<file path="config.mk">
export PLATFORM = sky130hd
export DESIGN_NAME = mul_op_queue
export DESIGN_NICKNAME = d
export VERILOG_FILES = /design/src/rtl/mul_op_queue.sv
export SDC_FILE = /design/constraint.sdc
export NUM_CORES = 1
export LEC_CHECK = 0
export CAP_MARGIN = 40
export CORE_MARGIN = 1.5
export CORE_UTILIZATION = 45
export DETAILED_ROUTE_END_ITERATION = 12
export GPL_TIMING_DRIVEN = 0
export PLACE_DENSITY_LB_ADDON = 0.1
export SLEW_MARGIN = 20
export SYNTH_ARGS = -nofsm -noshare
export SYNTH_HDL_FRONTEND = slang
export SYNTH_SLANG_ARGS = --single-unit
</file>
<file path="constraint.sdc">
create_clock -name clk -period 2.7 [get_ports clk]
set_input_delay 0.54 -clock clk [delete_from_list [all_inputs] [get_ports clk]]
set_output_delay 0.54 -clock clk [all_outputs]
set_load 0.005 [all_outputs]
</file>
<file path="src/rtl/mul_op_queue.sv">
// -----------------------------------------------------------------------------
// mul_op_queue
//   Operand-issue front end for the 16-bit signed sequential multiplier.
//   Operand pairs arrive on a valid/ready stream and are buffered in a small
//   FIFO. Pairs are issued one at a time using the multiplier's start-pulse /
//   ready-level handshake. Each product is returned on a valid/ready result
//   port. Results come back in order, one per accepted pair.
//
// Optional build macro: MUL_OPQ_TIMEOUT_EN
//   When defined, the block aborts an operation after TIMEOUT cycles in WAIT
//   without a multiplier ready edge. The operand pair is dropped and the
//   block pulses timeout_err.
//
// Ports
//   clk         in   system clock, rising edge
//   reset       in   asynchronous, active-high reset
//   in_valid    in   operand pair valid
//   in_ready    out  FIFO can accept (count < DEPTH)
//   in_a/in_b   in   signed operands, W bits
//   mul_a/mul_b out  registered operands to the multiplier, held from issue
//                    until capture
//   mul_start   out  registered one-cycle start pulse
//   mul_ready   in   multiplier done level
//   mul_out     in   multiplier product, 2W bits
//   res_valid   out  result available
//   res_ready   in   consumer accepts result
//   res_prod    out  signed product, 2W bits
//   count       out  FIFO occupancy
//   busy        out  FSM not idle or FIFO not empty
//   timeout_err out  one-cycle abort pulse (only with MUL_OPQ_TIMEOUT_EN)
// -----------------------------------------------------------------------------
module mul_op_queue #(
  parameter int W       = 16,
  parameter int DEPTH   = 4,
  parameter int TIMEOUT = 64
) (
  input  logic                         clk,
  input  logic                         reset,
  input  logic                         in_valid,
  output logic                         in_ready,
  input  logic signed [W-1:0]          in_a,
  input  logic signed [W-1:0]          in_b,
  output logic signed [W-1:0]          mul_a,
  output logic signed [W-1:0]          mul_b,
  output logic                         mul_start,
  input  logic                         mul_ready,
  input  logic signed [2*W-1:0]        mul_out,
  output logic                         res_valid,
  input  logic                         res_ready,
  output logic signed [2*W-1:0]        res_prod,
  output logic [$clog2(DEPTH+1)-1:0]   count,
  output logic                         busy
`ifdef MUL_OPQ_TIMEOUT_EN
  ,
  output logic                         timeout_err
`endif
);

  localparam int CW = $clog2(DEPTH + 1);
  localparam int PW = $clog2(DEPTH);
  localparam logic [CW-1:0] FULL_C = CW'(DEPTH);

  typedef enum logic [1:0] {IDLE, ISSUE, WAIT, OUT} state_t;

  state_t                state_q, state_d;
  logic signed [W-1:0]   mem_a [DEPTH];
  logic signed [W-1:0]   mem_b [DEPTH];
  logic [PW-1:0]         wr_ptr_q, rd_ptr_q;
  logic [CW-1:0]         count_q, count_d;
  logic                  mul_ready_q;
  logic                  rdy_rise;
  logic signed [W-1:0]   mul_a_q, mul_b_q;
  logic                  mul_start_q;
  logic                  res_valid_q;
  logic signed [2*W-1:0] res_prod_q;
  logic                  push, pop, capture, res_take, not_empty;

  assign not_empty = (count_q != '0);
  assign in_ready  = (count_q < FULL_C);
  assign push      = in_valid && in_ready;
  // A ready level still high from the previous operation must not count as done.
  assign rdy_rise  = mul_ready && !mul_ready_q;

`ifdef MUL_OPQ_TIMEOUT_EN
  localparam int TW = (TIMEOUT > 1) ? $clog2(TIMEOUT) : 1;
  localparam logic [TW-1:0] TO_LAST = TW'(TIMEOUT - 1);

  logic [TW-1:0] to_cnt_q, to_cnt_d;
  logic          abort;
  logic          timeout_err_q;
`else
  logic unused_timeout;
  assign unused_timeout = (TIMEOUT > 0);
`endif

  // Next-state and handshake decode
  always_comb begin
    state_d  = state_q;
    pop      = 1'b0;
    capture  = 1'b0;
    res_take = 1'b0;
`ifdef MUL_OPQ_TIMEOUT_EN
    abort    = 1'b0;
`endif
    case (state_q)
      IDLE: begin
        if (not_empty) begin
          pop     = 1'b1;
          state_d = ISSUE;
        end
      end
      ISSUE: state_d = WAIT;
      WAIT: begin
        if (rdy_rise) begin
          capture = 1'b1;
          state_d = OUT;
        end
`ifdef MUL_OPQ_TIMEOUT_EN
        else if (to_cnt_q == TO_LAST) begin
          abort = 1'b1;
          if (not_empty) begin
            pop     = 1'b1;
            state_d = ISSUE;
          end else begin
            state_d = IDLE;
          end
        end
`endif
      end
      OUT: begin
        if (res_ready) begin
          res_take = 1'b1;
          // Chain straight into the next issue when work is queued.
          if (not_empty) begin
            pop     = 1'b1;
            state_d = ISSUE;
          end else begin
            state_d = IDLE;
          end
        end
      end
      default: state_d = IDLE;
    endcase
  end

  always_comb begin
    count_d = count_q;
    if (push && !pop) begin
      count_d = count_q + CW'(1);
    end else if (!push && pop) begin
      count_d = count_q - CW'(1);
    end
  end

  // Operand storage: contents need no reset, pointers and count do.
  always_ff @(posedge clk) begin
    if (push) begin
      mem_a[wr_ptr_q] <= in_a;
      mem_b[wr_ptr_q] <= in_b;
    end
  end

  // Control, issue and result registers
  always_ff @(posedge clk or posedge reset) begin
    if (reset) begin
      state_q     <= IDLE;
      wr_ptr_q    <= '0;
      rd_ptr_q    <= '0;
      count_q     <= '0;
      mul_ready_q <= 1'b0;
      mul_a_q     <= '0;
      mul_b_q     <= '0;
      mul_start_q <= 1'b0;
      res_valid_q <= 1'b0;
      res_prod_q  <= '0;
    end else begin
      state_q     <= state_d;
      count_q     <= count_d;
      mul_ready_q <= mul_ready;
      mul_start_q <= (state_d == ISSUE);
      if (push) begin
        wr_ptr_q <= wr_ptr_q + PW'(1);
      end
      if (pop) begin
        rd_ptr_q <= rd_ptr_q + PW'(1);
        mul_a_q  <= mem_a[rd_ptr_q];
        mul_b_q  <= mem_b[rd_ptr_q];
      end
      if (capture) begin
        res_prod_q  <= mul_out;
        res_valid_q <= 1'b1;
      end else if (res_take) begin
        res_valid_q <= 1'b0;
      end
    end
  end

`ifdef MUL_OPQ_TIMEOUT_EN
  // WAIT-cycle counter; restarts from zero on every entry into WAIT.
  always_comb begin
    to_cnt_d = '0;
    if (state_q == WAIT && !rdy_rise && !abort) begin
      to_cnt_d = to_cnt_q + TW'(1);
    end
  end

  always_ff @(posedge clk or posedge reset) begin
    if (reset) begin
      to_cnt_q      <= '0;
      timeout_err_q <= 1'b0;
    end else begin
      to_cnt_q      <= to_cnt_d;
      timeout_err_q <= abort;
    end
  end

  assign timeout_err = timeout_err_q;
`endif

  assign mul_a     = mul_a_q;
  assign mul_b     = mul_b_q;
  assign mul_start = mul_start_q;
  assign res_valid = res_valid_q;
  assign res_prod  = res_prod_q;
  assign count     = count_q;
  assign busy      = (state_q != IDLE) || not_empty;

endmodule

</file>
Word level (Yosys, flattened, before mapping)
Memories as Yosys holds them, arrays and structs flattened. A register that Yosys moved wholly into a read port is not among the register bits.
Index checks and enable logic that the tools add are counted.
{"block": "totals", "input_bits": 69, "mem_bits_rw": 128, "mem_count": 2, "ff_bits": 44, "elab_cells": 50}
{"name": "mem_a", "depth": 4, "word_bits": 16, "rd": 1, "rd_ports_with_merged_regs": 1, "write_ports": 1, "line": "66", "source": "logic signed [W-1:0] mem_a [DEPTH];"}
{"name": "mem_b", "depth": 4, "word_bits": 16, "rd": 1, "rd_ports_with_merged_regs": 1, "write_ports": 1, "line": "67", "source": "logic signed [W-1:0] mem_b [DEPTH];"}
{"block": "op_classes", "reduce_logical": 13, "order_cmp": 1, "n_mux": 18, "eq_ne": 4, "add_sub_neg": 4}
{"cell": "$mux W1", "count": 11}
{"cell": "$pmux W2 S4", "count": 1}
{"cell": "$mux W2", "count": 3}
{"cell": "$mux W3", "count": 2}
{"cell": "$reduce_bool A2 Y1", "count": 3}
{"cell": "$add A2 B1 Y2 const B", "count": 2}
{"cell": "$eq A2 B1 Y1 const B", "count": 2}
{"cell": "$eq A2 B2 Y1 const B", "count": 2}
{"cell": "$logic_and A1 B1 Y1", "count": 4}
{"cell": "$add A3 B1 Y3 const B", "count": 1}
{"cell": "$logic_not A1 Y1", "count": 3}
{"cell": "$lt A3 B3 Y1 const B", "count": 1}
{"cell": "$reduce_bool A3 Y1", "count": 1}
{"cell": "$sub A3 B1 Y3 const B", "count": 1}
{"cell": "$logic_not A2 Y1", "count": 1}
{"cell": "$pmux W1 S2", "count": 1}
{"cell": "$logic_or A1 B1 Y1", "count": 1}

Logic depth before layout (Yosys ltp)
{"block": "logic_depth", "depth_word": 7, "mapped_depth": 12, "ltp_nobuf": 11}

Worst setup path after synthesis
OpenSTA, ideal clock, no wires.
{"block": "synth_timing", "path_type": "reg2reg", "start": "reg state_q[0]", "end": "reg count_q[1], in the netlist count[1]", "slack_ns": 0.281, "path_stages_with_launch": 10, "arrival_time_ns": 2.294, "cell_sequence": "dfrtp_1 -> inv_1 -> ha_1 -> nor3_4 -> buf_6 -> inv_1 -> ha_1 -> inv_1 -> fa_1 -> mux2_2"}
{"block": "synth_between", "elab_chain_len": 5, "elab_cells_between_ends": 8}
{"item": "start: declaration", "line": "65", "source": "state_t state_q, state_d;"}
{"item": "start signal: assignment", "line": "177", "source": "state_q <= state_d;"}
{"item": "$eq A2 B2 Y1 / $logic_not A2 Y1 (equally long branches)", "line": "105", "source": "case (state_q)"}
{"item": "$pmux W1 S2 *", "line": "105"}
{"item": "$logic_not A1 Y1 *", "line": "148", "source": "if (push && !pop) begin"}
{"item": "$logic_and A1 B1 Y1 *", "line": "148"}
{"item": "$mux W3 *", "line": "148"}
{"item": "named net count_d[1]", "line": "69", "source": "logic [CW-1:0] count_q, count_d;"}
{"item": "end signal: assignment", "line": "178", "source": "count_q <= count_d;"}
{"item": "end: declaration", "line": "69"}
The timed path passes the listed nets; every way through them passes the cells marked *.
A chain may end at the register's enable or synchronous reset.

Worst setup path in the final report
{"block": "layout_timing", "start": "reg state_q[0]", "end": "reg count_q[2], in the netlist count[2]"}
{"block": "layout_between", "elab_chain_len": 5, "elab_cells_between_ends": 8}
{"item": "$eq A2 B2 Y1 / $logic_not A2 Y1 (equally long branches)", "line": "105"}
{"item": "$pmux W1 S2 *", "line": "105"}
{"item": "$logic_not A1 Y1", "line": "148"}
{"item": "$logic_and A1 B1 Y1", "line": "148"}
{"item": "$mux W3 / $reduce_bool A2 Y1 (equally long branches)"}
Mark *: on every way between the ends. The rest lies on a longest branch, timed or not.

==> out/qor.txt <==
====================================================================================================
Routed wire per std cell                                                                     18.8 µm
I/O pins                                                                                         140
Total CTS buffers                                                                                 22
Quantity of gates resized following cts                                                            0
Port-buffer cells                                                                                139
Clock tree root driver cell                                                                clkbuf_16
Leakage power figure                                                                         3.91 nW
Cell depth of the worst flop-to-flop path                                                         12
Die Footprint                                                                             0.0183 mm²
Total GRT Usage                                                                                16.6%
Flip-flop and latch count after synthesis                                                        204
Finished Core Util                                                                             61.0%
Dominant combinational cell family by area after synthesis                              multiplexers
Clock-pin slew reported for the worst setup and hold paths after clock tree synthesis          60 ps
Setup repair after global routing missed its margin                                            false
Synth Cell Area                                                                          0.00786 mm²
Placed cell count                                                                                740
Max clock buf depth                                                                                3
Core ar.                                                                                  0.0172 mm²
Height of the die                                                                             135 µm
Standard-cell rows                                                                                48
Width of the die                                                                              135 µm
Wire length of the first global-routing pass                                               23,000 µm
Share of synthesized flip-flops with an asynchronous set or reset                              37.3%
Endpoint of the worst register-to-register path                                         count[2]$_DFFE_PP0P_
Crit path max fanout                                                                              10
TritonCTS clock tree                                                                             yes
Final total negative setup slack                                                                0 ps
RePlAce Congestion                                                                             0.723
Post-synthesis cell type count                                                                    32
Clk sinks                                                                                        204
Worst Setup SP                                                                          state_q[0]$_DFF_PP0_
Count of yosys warnings during synthesis                                                           0
Most used flip-flop cell after synthesis                                                    edfxtp_1
Max-cap violations                                                                                 0
Critical Path Source Type                                                                       flop
Worst slew margin relative to its limit                                                        59.4%
HPWL after detailed placement                                                                9360 µm
CTS H-tree lvls                                                                                    1
Total via count after detailed routing                                                         3,878
Compound-Gate Fraction of Synth Area                                                          0.780%
Worst r2r src                                                                           state_q[0]$_DFF_PP0_
Worst hold slack across all endpoints                                                         385 ps
Share of cells above drive strength 1                                                          27.9%
Post-synthesis simple-gate area fraction                                                       1.77%
Via count of the first global-routing pass                                                     4,250
Synthesized area divided by synthesized cell count                                          21.2 µm²
Initial antenna violation count                                                                    0
Area of combinational cells with multiple inputs                                         0.00198 mm²
Post-synthesis sequential area ratio                                                           73.1%
Mean number of vias per cell                                                                    4.97
Final #Nets                                                                                      620
Storage element area                                                                     0.00575 mm²
Area Growth Syn to Fin                                                                         33.2%
Leftover overflow at the end of global routing                                                     0
Final Worst Setup Slack                                                                       227 ps
Final critical-path share of the clock period                                                  91.6%
Required time of the worst setup path                                                        3120 ps
Pwr Density                                                                              1150 mW/mm²
Synth Area in XOR/XNOR                                                                        0.668%
Clk_lat worst skew                                                                            500 ps
Synthesized-area fraction occupied by adder cells                                              1.85%
Total routed wirelength                                                                    14,700 µm
Skew final                                                                                   7.34 ps
Starting density of the core                                                                   45.8%
Post-DRT Antenna Nets                                                                              0
Post-route minimum period                                                                    2470 ps
Number of detailed-route iterations in the first pass                                              4
DRT iter0 DRCs                                                                                   172
Final count of pins violating max slew                                                             0
Fill cell count                                                                                1,276
Achievable clock frequency                                                                   404 MHz
Post-placement worst setup slack                                                             -340 ps
Worst Path Arrival                                                                           2890 ps
Worst min-delay path class                                                              input port to asynchronous set/reset pin
Run status                                                                              finished clean
Hold Violations, Final                                                                             0
Fraction of synthesized area in multiplexers                                                   20.0%
Syn Inst Count                                                                                   371
Total setup violations reported at the end of the flow                                             0
Slew at the pin closest to its max-slew limit                                                 609 ps
CP endpoint kind                                                                                flop
Ant diodes                                                                                         0
Most frequent cells in the layout                                                       139 x clkdlybuf4s50_1, 128 x edfxtp_1, 76 x dfrtp_1, 37 x mux2_2
Commonest non-fill, non-tap cell in the layout                                          clkdlybuf4s50_1
Synthesized netlist net count                                                                    451
DRC Markers                                                                                        0
WS Path Type                                                                            flop to flop
Pin count of the biggest net entering global routing                                              55
Number of flops mapped to enable cells by yosys                                                  128
Timing endpoint of the critical path                                                    count[2]$_DFFE_PP0P_
Register-to-register setup slack                                                              230 ps
Non-filler instance count after layout                                                           781
VDD IR-drop max                                                                             0.665 mV
====================================================================================================
==> flip-flops by register name, summed over array words and instances, names as in the netlist, 3 cells and up <==
register and flops:
mem_a 64, count 3, res_prod 32, mul_b 16, mem_b 64, mul_a 16
==> how the worst min path moves through the flow <==
stage | endpoint | slack [ps] | cells after the start | startpoint
after floorplan | res_valid$_DFFE_PP0P_ | 470 | 2 | res_valid$_DFFE_PP0P_
after global placement | res_valid$_DFFE_PP0P_ | 460 | 2 | res_valid$_DFFE_PP0P_
after detailed placement | res_valid$_DFFE_PP0P_ | 470 | 2 | res_valid$_DFFE_PP0P_
after CTS | res_prod[16]$_DFFE_PP0P_ | 390 | 2 | reset
after global routing | res_prod[16]$_DFFE_PP0P_ | 390 | 2 | reset
final | res_prod[16]$_DFFE_PP0P_ | 380 | 2 | reset
==> cell usage after synthesis (3+ instances only) <==
master	number	share of area (%)
buf_2	6	0.38
inv_1	8	0.38
dfrtp_1	76	24
mux2_4	28	5.3
xor2_1	3	0.33
a21oi_1	3	0.19
mux4_1	4	1.3
mux4_2	28	8.0
xnor2_1	3	0.33
ha_1	10	1.6
edfxtp_1	128	49
and2_1	4	0.32
buf_6	7	1.0
mux2_2	37	5.3
nand2_1	6	0.29
==> cell type report <==
cell class	count	area share (%)
plain buffers	15	1.11
clock buffers	33	6.53
clock inverters	7	1.06
inverters	8	0.311
multi-input cells	144	18.9
flip-flops and latches	204	54.8
well taps	225	2.69
repair buffers	145	14.6
==> critical path, stage by stage (launching register included) <==
cell     delay (ps)
dfrtp_1         420
inv_1           100
ha_1            220
a21oi_1         280
nor3_4           90
buf_6           180
inv_1            70
ha_1            170
inv_1            60
fa_1            380
xor2_1          170
nor2_1          130
xnor2_1         130
==> layer usage <==
metal  vias to the layer above  wire length [µm]  part of all wire [%]  GRT usage, %
met4                         0               285                   1.9          4.84
met2                       130              7290                    50          29.1
met3                        24              1070                   7.3          3.82
met1                      1941              6030                    41          20.8
met5                         -                 0                     0             0
li1                       1783                 -                     -             -
==> power by group <==
| part | leakage (nW) | switching (mW) | internal (mW) | total (mW) |
|---|---|---|---|---|
| Sequential | 2.07 | 0.403 | 4.21 | 4.61 |
| Clock | 0.388 | 1.16 | 2.04 | 3.19 |
| Combinational | 1.46 | 1.53 | 2.66 | 4.20 |
| Total | 3.91 | 3.10 | 8.91 | 12.0 |
==> cells by family (layout without fill, tap and decap cells) <==
logic type	after synthesis	in the layout
AO/OA/AOI/OAI	9	9
XOR/XNOR	6	6
adder cells (fa/ha/maj)	11	11
buffers and inverters	23	208
flip-flops	204	204
multiplexers	97	97
AND/OR/NAND/NOR	21	21
==> through the flow <==
stage | total power [mW] | instance area [µm²]
5_1_grt | 12.7 | 10500
3_3_place_gp | 8.78 | 9540
2_1_floorplan | 7.08 | 7860
6_report | 12.0 | 10500
3_5_place_dp | 8.95 | 9670
4_1_cts | 12.2 | 10500
==> what timing repair did <==
item | CTS | global route
hold buffers | 0 | 0
setup buffers | 1 | 0
endpoints found under the setup margin | 1 | 0
No activity file was read; power rests on OpenSTA's default activity.
